==> src/rtl/lu4_timer_pkg.sv <==
// Shared definitions for the LU4 timer sequencer: FSM encoding and slice-select levels.
package lu4_timer_pkg;
    typedef logic [1:0] state_t;

    localparam state_t ST_IDLE = 2'd0;
    localparam state_t ST_LOAD = 2'd1;
    localparam state_t ST_RUN  = 2'd2;
    localparam state_t ST_HOLD = 2'd3;

    localparam logic SD_LOAD  = 1'b1;
    localparam logic SD_COUNT = 1'b0;
endpackage

==> src/rtl/lu4_timer_ctrl_if.sv <==
// Bus between the timer sequencer and the external LU4 counter slices.
interface lu4_timer_ctrl_if #(
    parameter int WIDTH = 16
);
    logic [WIDTH-1:0] cnt_d;
    logic             cnt_sd;
    logic             cnt_sp;
    logic             cnt_ci;
    logic             cnt_co;

    modport master (output cnt_d, output cnt_sd, output cnt_sp, output cnt_ci, input cnt_co);
    modport slave  (input cnt_d, input cnt_sd, input cnt_sp, input cnt_ci, output cnt_co);
endinterface

==> src/rtl/lu4_prescaler.sv <==
// Free-running divider: tick is high while the count equals limit, and the count wraps there.
module lu4_prescaler #(
    parameter int PRE_W = 8
) (
    input  logic             CK,
    input  logic             CD,
    input  logic             clr,
    input  logic             en,
    input  logic [PRE_W-1:0] limit,
    output logic             tick
);
    logic [PRE_W-1:0] count;

    assign tick = (count == limit);

    always_ff @(posedge CK or posedge CD) begin
        if (CD) begin
            count <= '0;
        end else if (clr) begin
            count <= '0;
        end else if (en) begin
            count <= tick ? '0 : count + 1'b1;
        end
    end
endmodule

==> src/rtl/lu4_timer_ctrl.sv <==
// Sequencer for an external chain of LU4 counter slices: preload, prescaled counting,
// pause/hold, one-shot or periodic terminal handling.
module lu4_timer_ctrl
    import lu4_timer_pkg::*;
#(
    parameter int WIDTH = 16,
    parameter int PRE_W = 8
) (
    input  logic               CK,
    input  logic               CD,
    input  logic               start,
    input  logic               stop,
    input  logic               pause,
    input  logic [WIDTH-1:0]   period,
    input  logic [PRE_W-1:0]   prescale,
    input  logic               auto_reload,
    lu4_timer_ctrl_if.master   cnt,
    output logic               busy,
    output logic               expire,
    output logic               cfg_err
);
    state_t           state, state_nxt;
    logic [WIDTH-1:0] period_l;
    logic [PRE_W-1:0] prescale_l;
    logic             reload_l;
    logic             term_pend, term_pend_nxt;
    logic             expire_nxt, cfg_err_nxt;
    logic             tick, terminal, accept;

    lu4_prescaler #(.PRE_W(PRE_W)) u_prescaler (
        .CK    (CK),
        .CD    (CD),
        .clr   (state == ST_LOAD),
        .en    (state == ST_RUN),
        .limit (prescale_l),
        .tick  (tick)
    );

    // Slices count up from -P so the carry-out marks the P-th tick.
    assign cnt.cnt_d = '0 - period_l;
    assign busy      = (state != ST_IDLE);
    assign terminal  = (state == ST_RUN) && cnt.cnt_co;
    assign accept    = (state == ST_IDLE) && start && !stop && (period != '0);

    always_comb begin
        cnt.cnt_sd = SD_COUNT;
        cnt.cnt_sp = 1'b0;
        cnt.cnt_ci = 1'b0;
        case (state)
            ST_LOAD: begin
                cnt.cnt_sd = SD_LOAD;
                cnt.cnt_sp = 1'b1;
            end
            ST_RUN: begin
                cnt.cnt_sp = 1'b1;
                cnt.cnt_ci = tick;
                if (cnt.cnt_co && reload_l) cnt.cnt_sd = SD_LOAD;
            end
            default: ;
        endcase
    end

    // A terminal seen in the same cycle as pause is remembered and reported on resume.
    always_comb begin
        state_nxt     = state;
        term_pend_nxt = term_pend;
        expire_nxt    = 1'b0;
        cfg_err_nxt   = 1'b0;
        case (state)
            ST_IDLE: begin
                term_pend_nxt = 1'b0;
                if (accept) begin
                    state_nxt = ST_LOAD;
                end else if (start && !stop) begin
                    cfg_err_nxt = 1'b1;
                end
            end
            ST_LOAD: begin
                state_nxt = stop ? ST_IDLE : ST_RUN;
            end
            ST_RUN: begin
                if (stop) begin
                    state_nxt = ST_IDLE;
                end else if (pause) begin
                    state_nxt     = ST_HOLD;
                    term_pend_nxt = terminal;
                end else if (terminal) begin
                    expire_nxt = 1'b1;
                    if (!reload_l) state_nxt = ST_IDLE;
                end
            end
            ST_HOLD: begin
                if (stop) begin
                    state_nxt     = ST_IDLE;
                    term_pend_nxt = 1'b0;
                end else if (!pause) begin
                    state_nxt     = ST_RUN;
                    term_pend_nxt = 1'b0;
                    if (term_pend) begin
                        expire_nxt = 1'b1;
                        if (!reload_l) state_nxt = ST_IDLE;
                    end
                end
            end
            default: state_nxt = ST_IDLE;
        endcase
    end

    always_ff @(posedge CK or posedge CD) begin
        if (CD) begin
            state      <= ST_IDLE;
            term_pend  <= 1'b0;
            expire     <= 1'b0;
            cfg_err    <= 1'b0;
            period_l   <= '0;
            prescale_l <= '0;
            reload_l   <= 1'b0;
        end else begin
            state     <= state_nxt;
            term_pend <= term_pend_nxt;
            expire    <= expire_nxt;
            cfg_err   <= cfg_err_nxt;
            if (accept) begin
                period_l   <= period;
                prescale_l <= prescale;
                reload_l   <= auto_reload;
            end
        end
    end
endmodule

==> src/flat_wrapper.sv <==
// flat-port wrapper written by rule: the top's interface ports become plain ports
module lu4_timer_ctrl_flat import lu4_timer_pkg::*;
#(
    parameter int WIDTH = 16,
    parameter int PRE_W = 8
)
  (CK, CD, start, stop, pause, period, prescale, auto_reload, busy, expire, cfg_err, cnt_cnt_d, cnt_cnt_sd, cnt_cnt_sp, cnt_cnt_ci, cnt_cnt_co);
  lu4_timer_ctrl_if #(.WIDTH(WIDTH)) cnt_i ();
  input  logic CK;
  input  logic CD;
  input  logic start;
  input  logic stop;
  input  logic pause;
  input  logic [WIDTH-1:0] period;
  input  logic [PRE_W-1:0] prescale;
  input  logic auto_reload;
  output logic busy;
  output logic expire;
  output logic cfg_err;
  output wire logic [$bits(cnt_i.cnt_d)-1:0] cnt_cnt_d;
  output wire logic [$bits(cnt_i.cnt_sd)-1:0] cnt_cnt_sd;
  output wire logic [$bits(cnt_i.cnt_sp)-1:0] cnt_cnt_sp;
  output wire logic [$bits(cnt_i.cnt_ci)-1:0] cnt_cnt_ci;
  input wire logic [$bits(cnt_i.cnt_co)-1:0] cnt_cnt_co;
  assign cnt_cnt_d = cnt_i.cnt_d;
  assign cnt_cnt_sd = cnt_i.cnt_sd;
  assign cnt_cnt_sp = cnt_i.cnt_sp;
  assign cnt_cnt_ci = cnt_i.cnt_ci;
  assign cnt_i.cnt_co = cnt_cnt_co;
  lu4_timer_ctrl #(.WIDTH(WIDTH), .PRE_W(PRE_W)) u_core (.CK(CK), .CD(CD), .start(start), .stop(stop), .pause(pause), .period(period), .prescale(prescale), .auto_reload(auto_reload), .cnt(cnt_i), .busy(busy), .expire(expire), .cfg_err(cfg_err));
endmodule
==> config.mk <==
export PLATFORM = sky130hd
export DESIGN_NAME = lu4_timer_ctrl_flat
export DESIGN_NICKNAME = d
export VERILOG_FILES = /design/src/rtl/lu4_timer_pkg.sv /design/src/rtl/lu4_timer_ctrl_if.sv /design/src/rtl/lu4_prescaler.sv /design/src/rtl/lu4_timer_ctrl.sv /design/src/flat_wrapper.sv
export SDC_FILE = /design/constraint.sdc
export NUM_CORES = 1
export LEC_CHECK = 0
export ABC_AREA = 0
export ABC_CLOCK_PERIOD_IN_PS = 1900
export CORE_MARGIN = 2
export CORE_UTILIZATION = 44
export DETAILED_ROUTE_END_ITERATION = 12
export HOLD_SLACK_MARGIN = 0.08
export PLACE_DENSITY = 0.76
export SETUP_SLACK_MARGIN = 0.1
export SYNTH_ARGS = -nofsm -noshare
export SYNTH_HDL_FRONTEND = slang
export SYNTH_SLANG_ARGS = --single-unit
==> constraint.sdc <==
create_clock -name CK -period 1.9 [get_ports CK]
set_input_delay 0.38 -clock CK [delete_from_list [all_inputs] [get_ports CK]]
set_output_delay 0.38 -clock CK [all_outputs]
set_load 0.02 [all_outputs]
==> results.sh, run 1 <==
export IMPL_status="finished, violations left"
export IMPL_violations="setup timing"
export IMPL_gp_congestion=0.907
export IMPL_synth_nets=232
export IMPL_cp_required_ns=1.52
export IMPL_grt_pass1_vias=2012
export IMPL_fin_skew_ns=0.00587
export IMPL_ys_ff_latch=38
export IMPL_dieArea_mm2=0.00538
export IMPL_cts_tree="done"
export IMPL_ir_worst_vdd_uv=893
export IMPL_antenna_left=0
export IMPL_place_ws_ns=-0.536
export IMPL_reg2regPathDepth=7
export IMPL_power_net_switching_uw=2270
export IMPL_num_antenna_cells=0
export IMPL_ys_warnings_count=0
export IMPL_whs_endpoint="u_core.period_l[14]$_DFFE_PP0P_"
export IMPL_synth_top_family_by_area="simple AND/OR/NAND/NOR gates"
export IMPL_synth_area_top_cells="dfrtp_1 45%, mux2_2 14%, xnor2_1 7.9%"
export IMPL_grt_max_degree=39
export IMPL_dieWidth_um=73.3
export IMPL_p_seq_share_pct=26.5
export IMPL_grt_overflow=0
export IMPL_nFillCells=303
export IMPL_firstDrtPassIters=4
export IMPL_synth_adder_area_share_pct=4.14
export IMPL_clk_pin_slew_ns=0.08
export IMPL_worstPathMaxFanout=3
export IMPL_synth_top_cell_area_share_pct=45.0
export IMPL_synthArstFlopShare_pct=100
export IMPL_placed_cells=345
export IMPL_r2r_slack_ns=0.11
export IMPL_regToRegStartpoint="u_core.state[0]$_DFFE_PP0P_"
export IMPL_holdBufCountCts=0
export IMPL_utilization_pct=76.2
export IMPL_synth_most_common_cell="dfrtp_1"
export IMPL_clock_latency_ns=0.30
export IMPL_portBuffers=52
export IMPL_regArea_um2=951
export IMPL_fmaxAchievable_mhz=439
export IMPL_routed_wirelength_um=6000
export IMPL_synth_distinct_cells=37
export IMPL_timing_rr_end="u_core.state[1]$_DFFE_PP0P_"
export IMPL_detail_route_iter0_violations=55
export IMPL_start_util_pct=45.1
export IMPL_synthMuxAreaShare_pct=14.3
export IMPL_stdcell_count=369
export IMPL_cts_root_buf="clkbuf_8"
export IMPL_grt_total_usage_pct=22.6
export IMPL_worstSetupEndpointType="output pin"
export IMPL_maxCapViolations=0
export IMPL_synthSimpleGateAreaFrac_pct=14.7
export IMPL_p_int_uw=3250
export IMPL_fin_crit_ns=2.28
export IMPL_num_vias=1964
export IMPL_core_mm2=0.00469
export IMPL_setup_slack_ns=-0.379
export IMPL_min_period_over_period_pct=120
export IMPL_ys_seq_area_share_pct=45.0
export IMPL_synth_flop_cell="dfrtp_1"
export IMPL_final_max_slew_violation_count=0
export IMPL_switching_share_pct=41.1
export IMPL_setup_viol=11
export IMPL_synth_compound_area_share_pct=6.69
export IMPL_nets=352
export IMPL_num_rows=25
export IMPL_power_leakage_uw=0.00159
export IMPL_path_class="reg -> out"
export IMPL_min_path_cells=2
export IMPL_slew_headroom_pct=68.0
export IMPL_synth_xor_area_share_pct=10.8
export IMPL_drc=0
export IMPL_p_per_area_mw_per_mm2=1540
export IMPL_finalHoldViolCount=0
export IMPL_multi_input_area_mm2=0.00138
export IMPL_antenna_found_initial=0
export IMPL_clkPwrFrac_pct=10.9
export IMPL_rsz0062_at_grt="true"
export IMPL_yosys_top_cells_count="38 x dfrtp_1, 26 x mux2_2, 19 x xnor2_1"
export IMPL_routed_via_density=5.32
export IMPL_synth_top_cell_by_area="dfrtp_1"
export IMPL_clock_sinks=38
export IMPL_syn_to_final_growth_pct=69.0
export IMPL_synth_edf_count=0
export IMPL_die_h_um=73.3
export IMPL_synth_area_mm2=0.00211
export IMPL_cts_path_max_buffers=2
export IMPL_arrival_ns=1.90
export IMPL_combPwrFrac_pct=62.6
export IMPL_worst_pin_slew_ns=0.480
export IMPL_io_pins=53
export IMPL_start_kind="register"
export IMPL_dpl_hpwl_um=3720
export IMPL_grt_pass1_wl_um=9200
export IMPL_synth_avg_cell_area_um2=10.9
export IMPL_hold_path_class="in -> reg"
export IMPL_hp_start="period[14]"
export IMPL_wl_per_cell_um=16.3
export IMPL_cts_htree_levels=2
export IMPL_layout_drive_gt1_share_pct=51.7
export IMPL_cts_made_buffers=5
export IMPL_synthCells=194
[worst max-delay path by stage]
stage,start,endpoint
3_3_place_gp,u_core.period_l[5]$_DFFE_PP0P_,cnt_cnt_d[15]
3_5_place_dp,u_core.period_l[5]$_DFFE_PP0P_,cnt_cnt_d[15]
6_report,u_core.period_l[5]$_DFFE_PP0P_,cnt_cnt_d[14]
2_1_floorplan,u_core.state[0]$_DFFE_PP0P_,cnt_cnt_sd
4_1_cts,u_core.period_l[8]$_DFFE_PP0P_,cnt_cnt_d[11]
5_1_grt,u_core.period_l[5]$_DFFE_PP0P_,cnt_cnt_d[13]
[layout by cell type, fill, tap and decap left out, types with 2 or more instances in the layout]
cell             synthesis  routed
a21oi_1                  7       7
and3_1                   2       2
buf_12                   0       2
buf_4                    1      68
buf_6                    1      10
clkbuf_2                 0       7
clkbuf_8                 0       6
clkdlybuf4s15_1          0       2
clkdlybuf4s50_1          0      16
dfrtp_1                 38      38
dlygate4sd2_1            0       9
ha_1                     7       4
ha_4                     0       3
inv_1                   11       6
inv_2                    0       4
mux2_2                  26      22
mux2_4                   0       4
nand2_1                  9       6
nand2_2                  0       2
nand2b_1                 3       2
nand3_1                  5       3
nand4_1                  6       6
nor2_1                  10       7
nor2_4                   0       3
nor2b_1                  2       2
nor3_2                   0       2
nor3_4                   0       3
nor4_2                   1       4
nor4_4                   0       4
o2111ai_1                2       2
o21ai_0                  6       6
o22ai_1                  2       2
xnor2_1                 19      14
xnor2_2                  0       5
xor2_1                   7       6
[power by group through the flow]
| stage | sequential (uW) | clock (uW) | combinational (uW) |
|---|---|---|---|
| 3_5_place_dp | 1410 | 0 | 2890 |
| 6_report | 1460 | 602 | 3450 |
| 4_1_cts | 1430 | 608 | 3110 |
| 5_1_grt | 1510 | 638 | 3680 |
| 3_3_place_gp | 1390 | 0 | 2820 |
| 2_1_floorplan | 1440 | 0 | 1520 |
[cell type report]
type	count	share of cell area, %
Clock inverter	2	0.350
Timing Repair Buffer	118	29.0
Sequential cell	38	26.6
Inverter	11	1.23
Tap cell	54	1.89
Multi-Input combinational cell	140	38.7
Clock buffer	6	2.31
[repair_timing]
action,CTS,global route
setup endpoints to repair,47,45
gates cloned,2,0
pin swaps,17,20
resized for setup,148,49
buffers inserted,10,6
[cells by family after synthesis]
group	after synthesis
XOR/XNOR	26
multiplexers	27
flip-flops	38
adder cells (fa/ha/maj)	7
buffers and inverters	16
AO/OA/AOI/OAI	23
AND/OR/NAND/NOR	57
[registers in the layout (all words and copies together) (netlist names)]
name	cells
u_core.period_l	16
u_core.state	2
u_core.expire	1
u_core.u_prescaler.count	8
u_core.prescale_l	8
u_core.cfg_err	1
u_core.term_pend	1
u_core.reload_l	1
[layer usage]
layer  vias to the layer above  GRT usage (%)  share of wire, %
met3                        10           4.39               4.0
met2                        55           42.5                54
met1                       969           25.8                40
li1                        930              -                 -
met5                         -              0                 0
met4                         0           6.67               2.0
[metrics by stage]
| stage | total power [uW] | hold WS [ns] | TNS (ns) | instance area (um2) |
|---|---|---|---|---|
| 4_1_cts | 5140 | 0.444 | -1.86 | 3410 |
| 3_5_place_dp | 4300 | 0.521 | -13.82 | 3060 |
| 2_1_floorplan | 2950 | 0.451 | 0 | 2140 |
| 5_1_grt | 5830 | 0.346 | -3.45 | 3570 |
| 3_3_place_gp | 4210 | 0.512 | -12.40 | 3060 |
| 6_report | 5520 | 0.348 | -2.58 | 3570 |
[worst max-delay path, stage by stage (launching register included)]
cell	delay, ns
dfrtp_1	0.42
nor4_4	0.38
buf_4	0.18
nand3_4	0.12
nor4_4	0.18
xnor2_1	0.16
buf_4	0.17
Note: power is estimated with default switching activity, not from simulation.
==> run 2, diff against run 1 <==
--- a/config.mk
+++ b/config.mk
@@ -10,7 +10,8 @@
 export CORE_MARGIN = 2
 export CORE_UTILIZATION = 44
 export DETAILED_ROUTE_END_ITERATION = 12
-export HOLD_SLACK_MARGIN = 0.08
+export GPL_TIMING_DRIVEN = 1
+export HOLD_SLACK_MARGIN = 0.12
 export PLACE_DENSITY = 0.76
 export SETUP_SLACK_MARGIN = 0.1
 export SYNTH_ARGS = -nofsm -noshare
==> results of run 2 <==
The final DEF is identical to that of run 1; final timing and power are the same.
